==> config.mk <==
export PLATFORM = sky130hd
export DESIGN_NAME = seg_display_arbiter
export DESIGN_NICKNAME = d
export VERILOG_FILES = /design/src/rtl/seg_ctrl_pkg.sv /design/src/rtl/disp_pick.sv /design/src/rtl/seg_display_arbiter.sv
export SDC_FILE = /design/constraint.sdc
export NUM_CORES = 1
export LEC_CHECK = 0
export CAP_MARGIN = 0
export CORE_UTILIZATION = 35
export DETAILED_ROUTE_END_ITERATION = 7
export PLACE_DENSITY = 0.54
export SETUP_SLACK_MARGIN = 0.05
export SLEW_MARGIN = 0
export SYNTH_ARGS = -nofsm -noshare
export SYNTH_HDL_FRONTEND = slang
export SYNTH_SLANG_ARGS = --single-unit
==> constraint.sdc <==
create_clock -name clk -period 2.96 [get_ports clk]
set_input_delay 0.888 -clock clk [delete_from_list [all_inputs] [get_ports clk]]
set_output_delay 0.888 -clock clk [all_outputs]
set_load 0.01 [all_outputs]
==> src/rtl/seg_ctrl_pkg.sv <==
// rtl/seg_ctrl_pkg.sv - shared types, constants and saturation helper for the display arbiter
package seg_ctrl_pkg;

    typedef enum logic [1:0] {
        IDLE   = 2'd0,
        SHOW   = 2'd1,
        LINGER = 2'd2
    } state_t;

    localparam logic [6:0] SEG_MAX_VAL = 7'd99;
    localparam int         OWNER_W     = 3;

    function automatic logic [6:0] sat_val(input logic [6:0] v);
        return (v > SEG_MAX_VAL) ? SEG_MAX_VAL : v;
    endfunction

endpackage

==> src/rtl/disp_pick.sv <==
// rtl/disp_pick.sv - combinational winner pick, round-robin when DISP_RR_EN is defined, else fixed priority
module disp_pick
    import seg_ctrl_pkg::*;
#(
    parameter int N_REQ = 4
) (
    input  logic [N_REQ-1:0]   pending,
    input  logic [N_REQ-1:0]   exclude,
    input  logic [OWNER_W-1:0] start,
    output logic [OWNER_W-1:0] winner,
    output logic               valid
);

    logic [N_REQ-1:0] elig;
    assign elig = pending & ~exclude;

`ifdef DISP_RR_EN
    // Rotate the eligible mask so bit 0 is the start position, then take the lowest set bit.
    logic [2*N_REQ-1:0] dbl;
    logic [N_REQ-1:0]   rot;
    assign dbl = {elig, elig};
    assign rot = N_REQ'(dbl >> start);

    always_comb begin
        int s;
        winner = '0;
        valid  = 1'b0;
        s      = 0;
        for (int i = 0; i < N_REQ; i++) begin
            if (!valid && rot[i]) begin
                valid = 1'b1;
                s     = int'(start) + i;
                if (s >= N_REQ) s = s - N_REQ;
                winner = OWNER_W'(s);
            end
        end
    end
`else
    logic unused_start;
    assign unused_start = ^start;

    always_comb begin
        winner = '0;
        valid  = 1'b0;
        for (int i = N_REQ - 1; i >= 0; i--) begin
            if (elig[i]) begin
                valid  = 1'b1;
                winner = OWNER_W'(i);
            end
        end
    end
`endif

endmodule

==> src/rtl/seg_display_arbiter.sv <==
// rtl/seg_display_arbiter.sv - shares one 2-digit display among requesters with hold and tenure limits; DISP_RR_EN selects round-robin
module seg_display_arbiter
    import seg_ctrl_pkg::*;
#(
    parameter int N_REQ    = 4,
    parameter int HOLD_CYC = 5000000,
    parameter int MAX_CYC  = 50000000,
    parameter int CNT_W    = 26
) (
    input  logic                 clk,
    input  logic                 rst,
    input  logic [N_REQ-1:0]     req,
    input  logic [7*N_REQ-1:0]   req_val,
    output logic [N_REQ-1:0]     grant,
    output logic [OWNER_W-1:0]   owner,
    output logic [6:0]           disp_value,
    output logic                 disp_blank,
    output logic                 disp_ovf
);

    state_t             state;
    logic [CNT_W-1:0]   tenure;
    logic [CNT_W-1:0]   tenure_inc;
    logic [OWNER_W-1:0] start;
    logic [OWNER_W-1:0] winner;
    logic               pick_valid;
    logic [6:0]         win_val;
    logic [6:0]         own_val;
    logic               own_req;
    logic               hold_done;
    logic               max_done;
    logic               take;
    logic               go_idle;
    logic               go_linger;

    // Excluding the granted requester matters only for preemption; outside SHOW grant is zero.
    disp_pick #(.N_REQ(N_REQ)) u_pick (
        .pending (req),
        .exclude (grant),
        .start   (start),
        .winner  (winner),
        .valid   (pick_valid)
    );

`ifdef DISP_RR_EN
    logic [OWNER_W-1:0] last_owner;
    assign start = (last_owner == OWNER_W'(N_REQ - 1)) ? '0 : last_owner + 1'b1;

    always_ff @(posedge clk) begin
        if (rst)       last_owner <= OWNER_W'(N_REQ - 1);
        else if (take) last_owner <= winner;
    end
`else
    assign start = '0;
`endif

    always_comb begin
        win_val = '0;
        own_val = '0;
        own_req = 1'b0;
        for (int i = 0; i < N_REQ; i++) begin
            if (OWNER_W'(i) == winner) win_val = req_val[7*i +: 7];
            if (OWNER_W'(i) == owner) begin
                own_val = req_val[7*i +: 7];
                own_req = req[i];
            end
        end
    end

    assign tenure_inc = (tenure == '1) ? tenure : tenure + 1'b1;
    assign hold_done  = (tenure >= CNT_W'(HOLD_CYC - 1));
    assign max_done   = (tenure >= CNT_W'(MAX_CYC - 1));

    always_comb begin
        take      = 1'b0;
        go_idle   = 1'b0;
        go_linger = 1'b0;
        case (state)
            IDLE: take = pick_valid;
            SHOW: begin
                if (!own_req) begin
                    if (!hold_done) begin
                        go_linger = 1'b1;
                    end else begin
                        take    = pick_valid;
                        go_idle = !pick_valid;
                    end
                end else if (max_done && pick_valid) begin
                    take = 1'b1;
                end
            end
            LINGER: begin
                if (hold_done) begin
                    take    = pick_valid;
                    go_idle = !pick_valid;
                end
            end
            default: go_idle = 1'b1;
        endcase
    end

    always_ff @(posedge clk) begin
        if (rst) begin
            state      <= IDLE;
            grant      <= '0;
            owner      <= '0;
            disp_value <= '0;
            disp_blank <= 1'b1;
            disp_ovf   <= 1'b0;
            tenure     <= '0;
        end else if (take) begin
            state      <= SHOW;
            grant      <= N_REQ'(1) << winner;
            owner      <= winner;
            disp_value <= sat_val(win_val);
            disp_ovf   <= (win_val > SEG_MAX_VAL);
            disp_blank <= 1'b0;
            tenure     <= '0;
        end else if (go_idle) begin
            state      <= IDLE;
            grant      <= '0;
            owner      <= '0;
            disp_value <= '0;
            disp_blank <= 1'b1;
            disp_ovf   <= 1'b0;
            tenure     <= '0;
        end else if (go_linger) begin
            state  <= LINGER;
            grant  <= '0;
            tenure <= tenure_inc;
        end else if (state == SHOW) begin
            disp_value <= sat_val(own_val);
            disp_ovf   <= (own_val > SEG_MAX_VAL);
            tenure     <= tenure_inc;
        end else if (state == LINGER) begin
            tenure <= tenure_inc;
        end
    end

endmodule

* Yosys cells after proc, flatten, opt, wreduce, memory -nomap -nowiden *
Index checks and enable logic that the tools add are counted.

operators by class
  reduce and logical (&&, ||, !) cells = 11
  bitwise logic cells = 2
  shifts and indexed selects = 1
  eq/ne operators = 10
  magnitude comparators = 4
  muxes and demuxes = 54
  add/sub/neg operators = 1

operator list
  operator                                                                 number
  26-bit two-way mux                                                       4
  7-bit two-way mux                                                        14
  26-bit by 1-bit adder with 26-bit output, second input constant          1
  26-bit == test, second input constant                                    1
  26-bit by 23-bit >= comparator with 1-bit output, second input constant  1
  26-bit >= comparator, second input constant                              1
  1-bit two-way mux                                                        25
  7-bit > comparator, second input constant                                2
  2-bit by 3-bit == test with 1-bit output, first input constant           4
  4-bit two-way mux                                                        3
  3-bit nonzero test                                                       3
  2-bit two-way mux                                                        4
  1-bit by 3-bit == test with 1-bit output, first input constant           2
  3-bit zero test                                                          2
  3-bit two-way mux                                                        2
  1-bit case mux with 3 select lines                                       2
  4-bit bitwise AND                                                        1
  4-bit inverter                                                           1
  1-bit by 3-bit left shift with 4-bit output, first input constant        1
  3-bit != test, second input constant                                     1
  3-bit OR reduction                                                       1
  2-bit by 1-bit == test with 1-bit output, second input constant          1
  2-bit == test, second input constant                                     1
  2-bit zero test                                                          1
  other kinds (4)                                                          4

word-level totals
  word-level logic and storage cells = 91
  register bits after elaboration = 44

* Depth between registers and ports, before layout *
Gate-level depths: netlist of the first run.

  depth after elaboration = 14
  depth in mapped cells = 11
  mapped depth without buffers = 9

* Modules after synthesis *
A second synthesis of the first run with hierarchy kept.

unflattened totals
  cells, all modules = 317
  area total of the unflattened synthesis = 2,815.2 um^2

by module, submodules not included
  module               seq. area each (um^2)  area an instance (um^2)  cells an instance  instances
  seg_display_arbiter  880.8                  2,711.4                  304                1
  disp_pick            0.0                    103.8                    13                 1

* Worst setup path before layout of the first run *
No wires, ideal clock.

  path type = input -> register
  start point = in req[1]
  end point = reg disp_value[0]
  data required time = 2.886 ns
  slack = 0.436 ns
  library setup time = 0.074 ns
  buffers on the path = 1
  stages on the path = 8
  arrival time = 2.450 ns
  cells stage by stage = nor2b_1 > clkbuf_1 > o31ai_1 > o2bb2ai_1 > nor3b_1 > o31a_1 > a2bb2oi_2 > a31oi_1

on the way
  longest elaborated chain between the ends = 11
  elaborated cells on any way between the ends = 34
  those cells by class = order compare: 1; eq/ne: 4; mux: 23; bitwise: 1; reduce/logical: 5

RTL lines
  element                         RTL line                    source
  from (decl)                     seg_display_arbiter.sv:12   input logic [N_REQ-1:0] req,
  4-bit bitwise AND               disp_pick.sv:15             assign elig = pending & ~exclude;
  2-bit two-way mux (2 in a row)  disp_pick.sv:46             if (elig[i]) begin
  3-bit zero test                 seg_display_arbiter.sv:62   if (OWNER_W'(i) == winner) win_val = req_val[7*i +: 7];
  7-bit two-way mux (4 in a row)  seg_display_arbiter.sv:62
  7-bit > comparator              seg_ctrl_pkg.sv:14          return (v > SEG_MAX_VAL) ? SEG_MAX_VAL : v;
  7-bit two-way mux               seg_ctrl_pkg.sv:14
  7-bit two-way mux               seg_display_arbiter.sv:111  end else if (take) begin
  to (signal assigned)            seg_display_arbiter.sv:115  disp_value <= sat_val(win_val);
  to (signal assigned)            seg_display_arbiter.sv:132  disp_value <= sat_val(own_val);
  to (decl)                       seg_display_arbiter.sv:16   output logic [6:0] disp_value,

Several ways; a longest one is shown, not always the timed one.
A chain may end at the register's enable or synchronous reset.

* Worst setup path after layout of the first run *
  start point = in req[2]
  end point = reg grant[0]

on the way
  longest elaborated chain between the ends = 10
  elaborated cells on any way between the ends = 24
  those cells by class = shift: 1; mux: 19; bitwise: 1; reduce/logical: 3

RTL lines
  element                             RTL line                                              source
  4-bit bitwise AND                   disp_pick.sv:15
  1-bit two-way mux (3 in a row)      disp_pick.sv:46
  1-bit zero test                     seg_display_arbiter.sv:86, seg_display_arbiter.sv:95
  1-bit two-way mux                   seg_display_arbiter.sv:82, seg_display_arbiter.sv:93
  1-bit two-way mux                   seg_display_arbiter.sv:81                             if (!own_req) begin
  1-bit case mux with 3 select lines  seg_display_arbiter.sv:78                             case (state)
  4-bit two-way mux                   seg_display_arbiter.sv:119                            end else if (go_idle) begin
  4-bit two-way mux                   seg_display_arbiter.sv:111
  to (signal assigned)                seg_display_arbiter.sv:113                            grant <= N_REQ'(1) << winner;
  to (decl)                           seg_display_arbiter.sv:14                             output logic [N_REQ-1:0] grant,

Several ways; a longest one is shown, not always the timed one.

==> metrics.md, run 1 <==
| Metric | Value |
|---|---|
| Status | complete, no violations |
| WP data arrival | 2.92 ns |
| GRT Util Overall | 0.187 |
| Slew headroom | 0.274 |
| Yosys warnings | 0 |
| Routed Antenna Nets | 0 |
| Fill cells | 769 |
| Lkg Pwr | 1.30 nW |
| IO Port Bufs | 48 |
| Cell family with most CP delay | compound AO/OA/AOI/OAI gates |
| CP Class | in -> reg |
| Pint | 1.57 mW |
| Worst Path Max Fanout | 5 |
| CTS tree | done |
| Register bit total from synthesis | 43 |
| Total gr overflow | 0 |
| CP Launch Type | input pin |
| Root Buffer | clkbuf_8 |
| Switching Share | 0.388 |
| Final hold violations | 0 |
| RSZ-0062 raised after global routing | false |
| # setup viols final | 0 |
| First-pass GRT wire length | 12,600 um |
| Worst-path clk slew | 0.08 ns |
| R2r startpoint | tenure[0] |
| Drt initial violations | 116 |
| Reg2Reg Depth | 8 |
| Vias/cell | 5.34 |
| Tcrit/Tclk final | 0.915 |
| Maximum vdd ir drop | 0.000289 V |
| Fin area | 0.00363 sq mm |
| Vias in the first global route | 2,494 |
| Postcts setup bufs | 0 |
| Row cnt | 32 |
| Pre-antenna DRT Iters | 4 |
| Crit path time final | 2.71 ns |
| Worst-Margin Slew | 1.08 ns |
| H-tree Lvls | 2 |
| DR WL/cell | 15.5 um |
| Synth Flop Type | dfxtp_1 |
| Clock power frac | 0.175 |
| Skew-Pair Late Insertion Delay | 0.29 ns |
| Core Region | 0.00777 sq mm |
| Synthesized area | 0.00282 sq mm |
| Pwr/cell area | 706 mW/mm^2 |
| Sinks on the clock net | 43 |
| Diode count | 0 |
| Initial Util | 0.363 |
| Max-Cap Viols | 0 |
| Largest stage delay, worst path | 0.53 ns |
| Largest net degree at the start of global routing | 13 |
| Post-synth EDFFs | 0 |
| Drt drc | 0 |
| Post-DP HPWL | 5810 um |
| CP Data Required Time | 3.17 ns |
| R2r setup slk | 0.40 ns |
| Synth Instances | 317 |
| NetSw | 994 uW |
| Sequential power share | 0.289 |
| Hold-fix buffers at CTS | 0 |
| Non-Filler Instances | 484 |
| Num CTS Buffers | 5 |
| Hold path cells | 2 |
| Die X | 91.7 um |
| RR Endpoint | disp_value[5] |
| I/O pins | 50 |
| Via count | 2,585 |
| Synth-to-layout area growth | 28.7% |
| PostCTS Resize Cnt | 0 |
| Area occupied by multi-input gates | 0.00180 sq mm |
| Crit-path slowest cell | mux4_2 |
| Worst-case clock buffer depth | 2 |
| Register area share after synthesis | 0.306 |
| Logic pwr share | 0.536 |
| Initial antenna violation count | 0 |
| Post-synth top area share | 0.306 |
| Worst Path Buf+Inv | 1 |
| Area post-placement | 0.00352 sq mm |
| Share of post-route cells with drive strength above 1 | 0.152 |
| Async set-reset flop share out of synthesis | 0 |
| Synth Area per Inst | 8.88 sq um |
| Largest cells by area after synthesis | dfxtp_1 (31%), xor2_1 (5.0%), nor2_1 (4.4%) |
| Nets@finish | 421 |
| Cell accounting for the most synthesized area | dfxtp_1 |
| Die Height | 91.7 um |
| Routed WL | 7480 um |
| Hold_sp | grant[3] |
| Worst Skew | 0.00734 ns |
| Critical path capture point type | register |
| Dpl cells | 477 |
| Distinct cells, synth | 67 |
| Critical path cell sequence | clkdlybuf4s50_1 > mux4_2 > a21o_1 > a41o_4 > nor2_8 > nand3_1 > o22ai_1 |
| Fmax achieved | 369 MHz |
| Hold Path Sink | grant[3] |
| Slew Viols, Final | 0 |
| Worst min path class | reg -> reg |
| Register Area | 861 sq um |
| Die area | 0.00841 sq mm |
| Gpl congestion | 0.890 |
| Post-Syn Nets | 356 |
-- power by group through the flow --
stage	logic [mW]	clock network [mW]	registers, mW
5_1_grt	1.49	0.483	0.753
6_report	1.37	0.448	0.739
3_3_place_gp	1.36	0	0.754
4_1_cts	1.37	0.465	0.741
3_5_place_dp	1.37	0	0.753
2_1_floorplan	0.891	0	0.757
-- worst max-delay path by stage --
| stage | end | startpoint | cells past startpoint |
|---|---|---|---|
| after floorplan | disp_value[0] | req[1] | 8 |
| after global placement | disp_ovf | req[2] | 7 |
| after detailed placement | disp_value[5] | req[2] | 7 |
| after CTS | grant[0] | req[2] | 7 |
| after global routing | disp_value[3] | req[2] | 10 |
| final | grant[0] | req[2] | 7 |
-- area by class of cell --
class                   count  area share
multi-input cells         246       0.497
repair buffers             74       0.190
inverters                  12      0.0124
clock buffers               6      0.0200
clock inverters             1     0.00828
flip-flops and latches     43       0.237
well taps                 102      0.0352
-- placed cells by master (no fill, tap or decap), types with 10 or more instances in the layout --
cell type,Yosys,layout
a21oi_1,16,16
buf_4,1,25
clkdlybuf4s50_1,0,48
dfxtp_1,43,43
inv_1,11,11
nand2_1,20,20
nand3_1,13,13
nand4_1,10,10
nor2_1,33,33
nor2_4,10,10
nor3_1,12,12
o21ai_0,13,13
xor2_1,16,16
-- registers in the layout (all words and copies together), names as in the netlist --
register and cells:
owner 2, disp_blank 1, state 2, disp_ovf 1, grant 4, disp_value 7
tenure 26
-- logic make-up after synthesis --
| family | Yosys count | share of synthesized area |
|---|---|---|
| multiplexers | 9 | 0.0715 |
| AO/OA/AOI/OAI | 83 | 0.217 |
| adder cells (fa/ha/maj) | 5 | 0.0222 |
| buffers and inverters | 28 | 0.0546 |
| other | 1 | 0.00133 |
| XOR/XNOR | 25 | 0.0777 |
| AND/OR/NAND/NOR | 123 | 0.250 |
| flip-flops | 43 | 0.306 |
-- cells in the mapped netlist (3+ instances only) --
library cell / number
nand2b_1: 4
a22oi_1: 3
and3_1: 3
inv_1: 11
nor3_1: 12
ha_1: 5
o21ai_0: 13
nand4_1: 10
buf_6: 3
nor2_1: 33
nor2_4: 10
xnor2_1: 9
a21o_1: 5
xor2_1: 16
nand3_1: 13
a21oi_1: 16
mux4_1: 3
nor2b_1: 4
o31ai_1: 8
nand2_1: 20
dfxtp_1: 43
buf_2: 4
mux4_2: 5
a31oi_1: 4
clkbuf_1: 5
a311oi_1: 3
o22ai_1: 6
-- metrics by stage --
| stage | power (mW) | setup TNS (ns) | worst slack, ns | hold slack [ns] | util |
|---|---|---|---|---|---|
| after detailed placement | 2.12 | -0.978 | -0.0490 | 0.504 | 0.454 |
| after global placement | 2.11 | -0.0534 | -0.0255 | 0.503 | 0.454 |
| after CTS | 2.58 | 0 | 0.259 | 0.516 | 0.467 |
| after global routing | 2.73 | 0 | 0.0594 | 0.527 | 0.467 |
| after floorplan | 1.65 | 0 | 0.436 | 0.486 | - |
| final | 2.56 | 0 | 0.252 | 0.513 | 0.467 |
-- worst min-delay path, stage by stage (launching register included) --
cell and delay [ns]:
dfxtp_1 0.34, inv_1 0.07, o32ai_2 0.06
-- per-layer routing --
metal  vias up  track usage  share of wire
li1       1296            -              -
met1      1224        0.274           0.50
met2        59        0.282           0.45
met3         6       0.0357          0.046
met4         0       0.0456         0.0076
met5         -            0              0
(Power assumes the default switching activity.)
==> run 2: changes to the inputs <==
--- a/config.mk
+++ b/config.mk
@@ -7,6 +7,8 @@
 export LEC_CHECK = 0
 export CAP_MARGIN = 0
 export CORE_UTILIZATION = 35
+export CTS_CLUSTER_DIAMETER = 40
+export CTS_CLUSTER_SIZE = 28
 export DETAILED_ROUTE_END_ITERATION = 7
 export PLACE_DENSITY = 0.54
 export SETUP_SLACK_MARGIN = 0.05
==> constraint.sdc (replaced) <==
create_clock -name clk -period 2.96 [get_ports clk]
set_input_delay 0.888 -clock clk [delete_from_list [all_inputs] [get_ports clk]]
set_output_delay 0.888 -clock clk [all_outputs]
set_load 0.1 [all_outputs]
==> run 2 against run 1 <==
  * Combinational power is 34% higher
  * Global-route usage is 0.25 points higher
  * Clock-buffer cell count is 2 higher
  * Die area stayed put
  * Critical path type unchanged
==> metrics.md, run 2 (synthesized netlist as in run 1, its figures left out) <==
| Metric | Value |
|---|---|
| Status | complete, no violations |
| Pwr/cell area | 828 mW/mm^2 (+17%) |
| Pre-antenna DRT Iters | 4 (unchanged) |
| Sinks on the clock net | 43 (unchanged) |
| Drt initial violations | 112 (-3.4%) |
| RR Endpoint | disp_ovf |
| Post-DP HPWL | 6000 um (+3.3%) |
| H-tree Lvls | 2 (unchanged) |
| RSZ-0062 raised after global routing | false |
| Reg2Reg Depth | 8 (unchanged) |
| Fill cells | 789 (+2.6%) |
| Worst Skew | 0.00511 ns (-0.00224 ns) |
| Setup slack after layout | 0.205 ns (-0.0472 ns) |
| Row cnt | 32 (unchanged) |
| Die area | 0.00841 sq mm (unchanged) |
| Reg with most FFs | tenure |
| Root Buffer | clkbuf_8 |
| Postcts setup bufs | 0 (unchanged) |
| Diode count | 0 (unchanged) |
| Die Height | 91.7 um (unchanged) |
| Via count | 2,591 (+0.23%) |
| Register Area | 861 sq um (unchanged) |
| GRT Util Overall | 0.190 (+0.00248) |
| CP Class | in -> reg |
| Share of post-route cells with drive strength above 1 | 0.194 (+0.0419) |
| Worst-Margin Slew | 0.965 ns (-0.118 ns) |
| Worst Path Max Fanout | 9 (+4) |
| Initial Util | 0.363 (unchanged) |
| R2r startpoint | tenure[0] |
| Cell family with most CP delay | compound AO/OA/AOI/OAI gates |
| Most frequent cells in the layout | dfxtp_1 (43), buf_4 (38), nor2_1 (33), clkdlybuf4s50_1 (33), nand2_1 (20) |
| Max-Cap Viols | 0 (unchanged) |
| Vias in the first global route | 2,540 (+1.8%) |
| Routed WL | 7580 um (+1.3%) |
| Post-place setup slack | -0.0579 ns (-0.00882 ns) |
| Skew-Pair Late Insertion Delay | 0.29 ns (about the same) |
| Top flop regs | tenure: 26 flops, disp_value: 7 flops, grant: 4 flops |
| PostCTS Resize Cnt | 0 (unchanged) |
| Final hold violations | 0 (unchanged) |
| Die X | 91.7 um (unchanged) |
| Hold Path Sink | grant[3] |
| I/O pins | 50 (unchanged) |
| Maximum vdd ir drop | 0.000394 V (+36%) |
| Hold path cells | 2 (unchanged) |
| Routed Antenna Nets | 0 (unchanged) |
| Core Region | 0.00777 sq mm (unchanged) |
| Largest register FFs | 26 (unchanged) |
| Fin util | 0.463 (-0.00370) |
| CTS tree | done |
| Critical path cell sequence | clkdlybuf4s50_1 > mux4_2 > a21o_1 > a41o_4 > buf_4 > o31ai_1 > a21oi_1 |
| Worst-path clk slew | 0.08 ns (about the same) |
| Worst Path Buf+Inv | 2 (+1) |
| Critical path capture point type | register |
| R2r setup slk | 0.40 ns (about the same) |
| Slew Viols, Final | 0 (unchanged) |
| # setup viols final | 0 (unchanged) |
| Lkg Pwr | 1.33 nW (+2.1%) |
| Synth-to-layout area growth | 27.7% |
| Slew headroom | 0.353 (+0.0789) |
| Largest stage delay, worst path | 0.54 ns (about the same) |
| Initial antenna violation count | 0 (unchanged) |
| Crit path time final | 2.75 ns (+0.0472 ns) |
| CP Launch Type | input pin |
| Commonest non-fill, non-tap cell in the layout | dfxtp_1 |
| Total gr overflow | 0 (unchanged) |
| Largest net degree at the start of global routing | 15 (+2) |
| Nets@finish | 420 (-0.24%) |
| Hold-fix buffers at CTS | 0 (unchanged) |
| WP data arrival | 2.93 ns (about the same) |
| First-pass GRT wire length | 12,700 um (+0.66%) |
| Vias/cell | 5.35 (+0.23%) |
| Crit-path slowest cell | mux4_2 |
| CP Data Required Time | 3.14 ns (-0.03 ns) |
| Worst-case clock buffer depth | 2 (unchanged) |
| Hold_sp | grant[3] |
| Tcrit/Tclk final | 0.931 (+0.0159) |
| Drt drc | 0 (unchanged) |
| IO Port Bufs | 48 (unchanged) |
| Fmax achieved | 363 MHz (-1.7%) |
| Gpl congestion | 0.851 (-4.4%) |
| Overall power | 2.98 mW (+16%) |
| Worst min path class | reg -> reg |
| Num CTS Buffers | 5 (unchanged) |
| DR WL/cell | 15.7 um (+1.3%) |
| Area occupied by multi-input gates | 0.00181 sq mm (+0.35%) |
## run 2: cell count changes in the layout (fill, tap and decap cells not counted)
| cell | before | now |
|---|---|---|
| a2bb2oi_2 | 1 | 2 |
| a2bb2oi_1 | 1 | 0 |
| clkdlybuf4s50_1 | 48 | 33 |
| clkbuf_8 | 5 | 7 |
| buf_4 | 25 | 38 |
| bufinv_16 | 1 | 0 |
| buf_12 | 1 | 2 |
## run 2: worst max path at each step
stage / startpoint / end / slack [ns] / depth (start not counted)
after floorplan: owner[0] / tenure[16] / 0.10 / 9
after global placement: req[2] / disp_value[4] / -0.006 / 8
after detailed placement: req[0] / disp_ovf / -0.06 / 7
after CTS: req[0] / disp_ovf / 0.25 / 7
after global routing: req[3] / disp_value[3] / 0.05 / 10
final: req[0] / disp_ovf / 0.21 / 7
## run 2: worst register-to-register path: stages, from the launching register on
cell	delay (ns)
dfxtp_1	0.35
ha_1	0.22
and3_1	0.24
a2111oi_1	0.52
o221ai_1	0.27
a41o_4	0.35
buf_4	0.18
o31ai_1	0.26
a21oi_1	0.07
## run 2: layout make-up
cell class / count / share of cell area
tap: 102 / 0.0355
multi-input combinational: 246 / 0.503
sequential: 43 / 0.239
inverter: 12 / 0.0125
clock buffer: 8 / 0.0278
timing repair buffer: 73 / 0.182
## run 2: stage by stage
stage | cell area, sq um | std cells | TNS (ns) | hold WS (ns)
after floorplan | 2820 | 317 | 0 | 0.486
after detailed placement | 3490 | 476 | -0.557 | 0.511
after CTS | 3590 | 484 | 0 | 0.522
final | 3600 | 484 | 0 | 0.517
after global placement | 3490 | 476 | -0.00890 | 0.501
after global routing | 3600 | 484 | 0 | 0.546
## run 2: routing by layer
layer | GRT usage | routed length (um)
met1 | 0.270 | 3830
met2 | 0.298 | 3480
met3 | 0.0257 | 205
met4 | 0.0534 | 74
met5 | 0 | 0
## run 2: where the power goes
part | internal, mW | leakage [nW] | total (mW) | switching [mW]
logic | 0.647 | 0.926 | 1.83 | 1.19
clock network | 0.213 | 0.0515 | 0.414 | 0.201
registers | 0.665 | 0.349 | 0.730 | 0.0654
total | 1.53 | 1.33 | 2.98 | 1.45
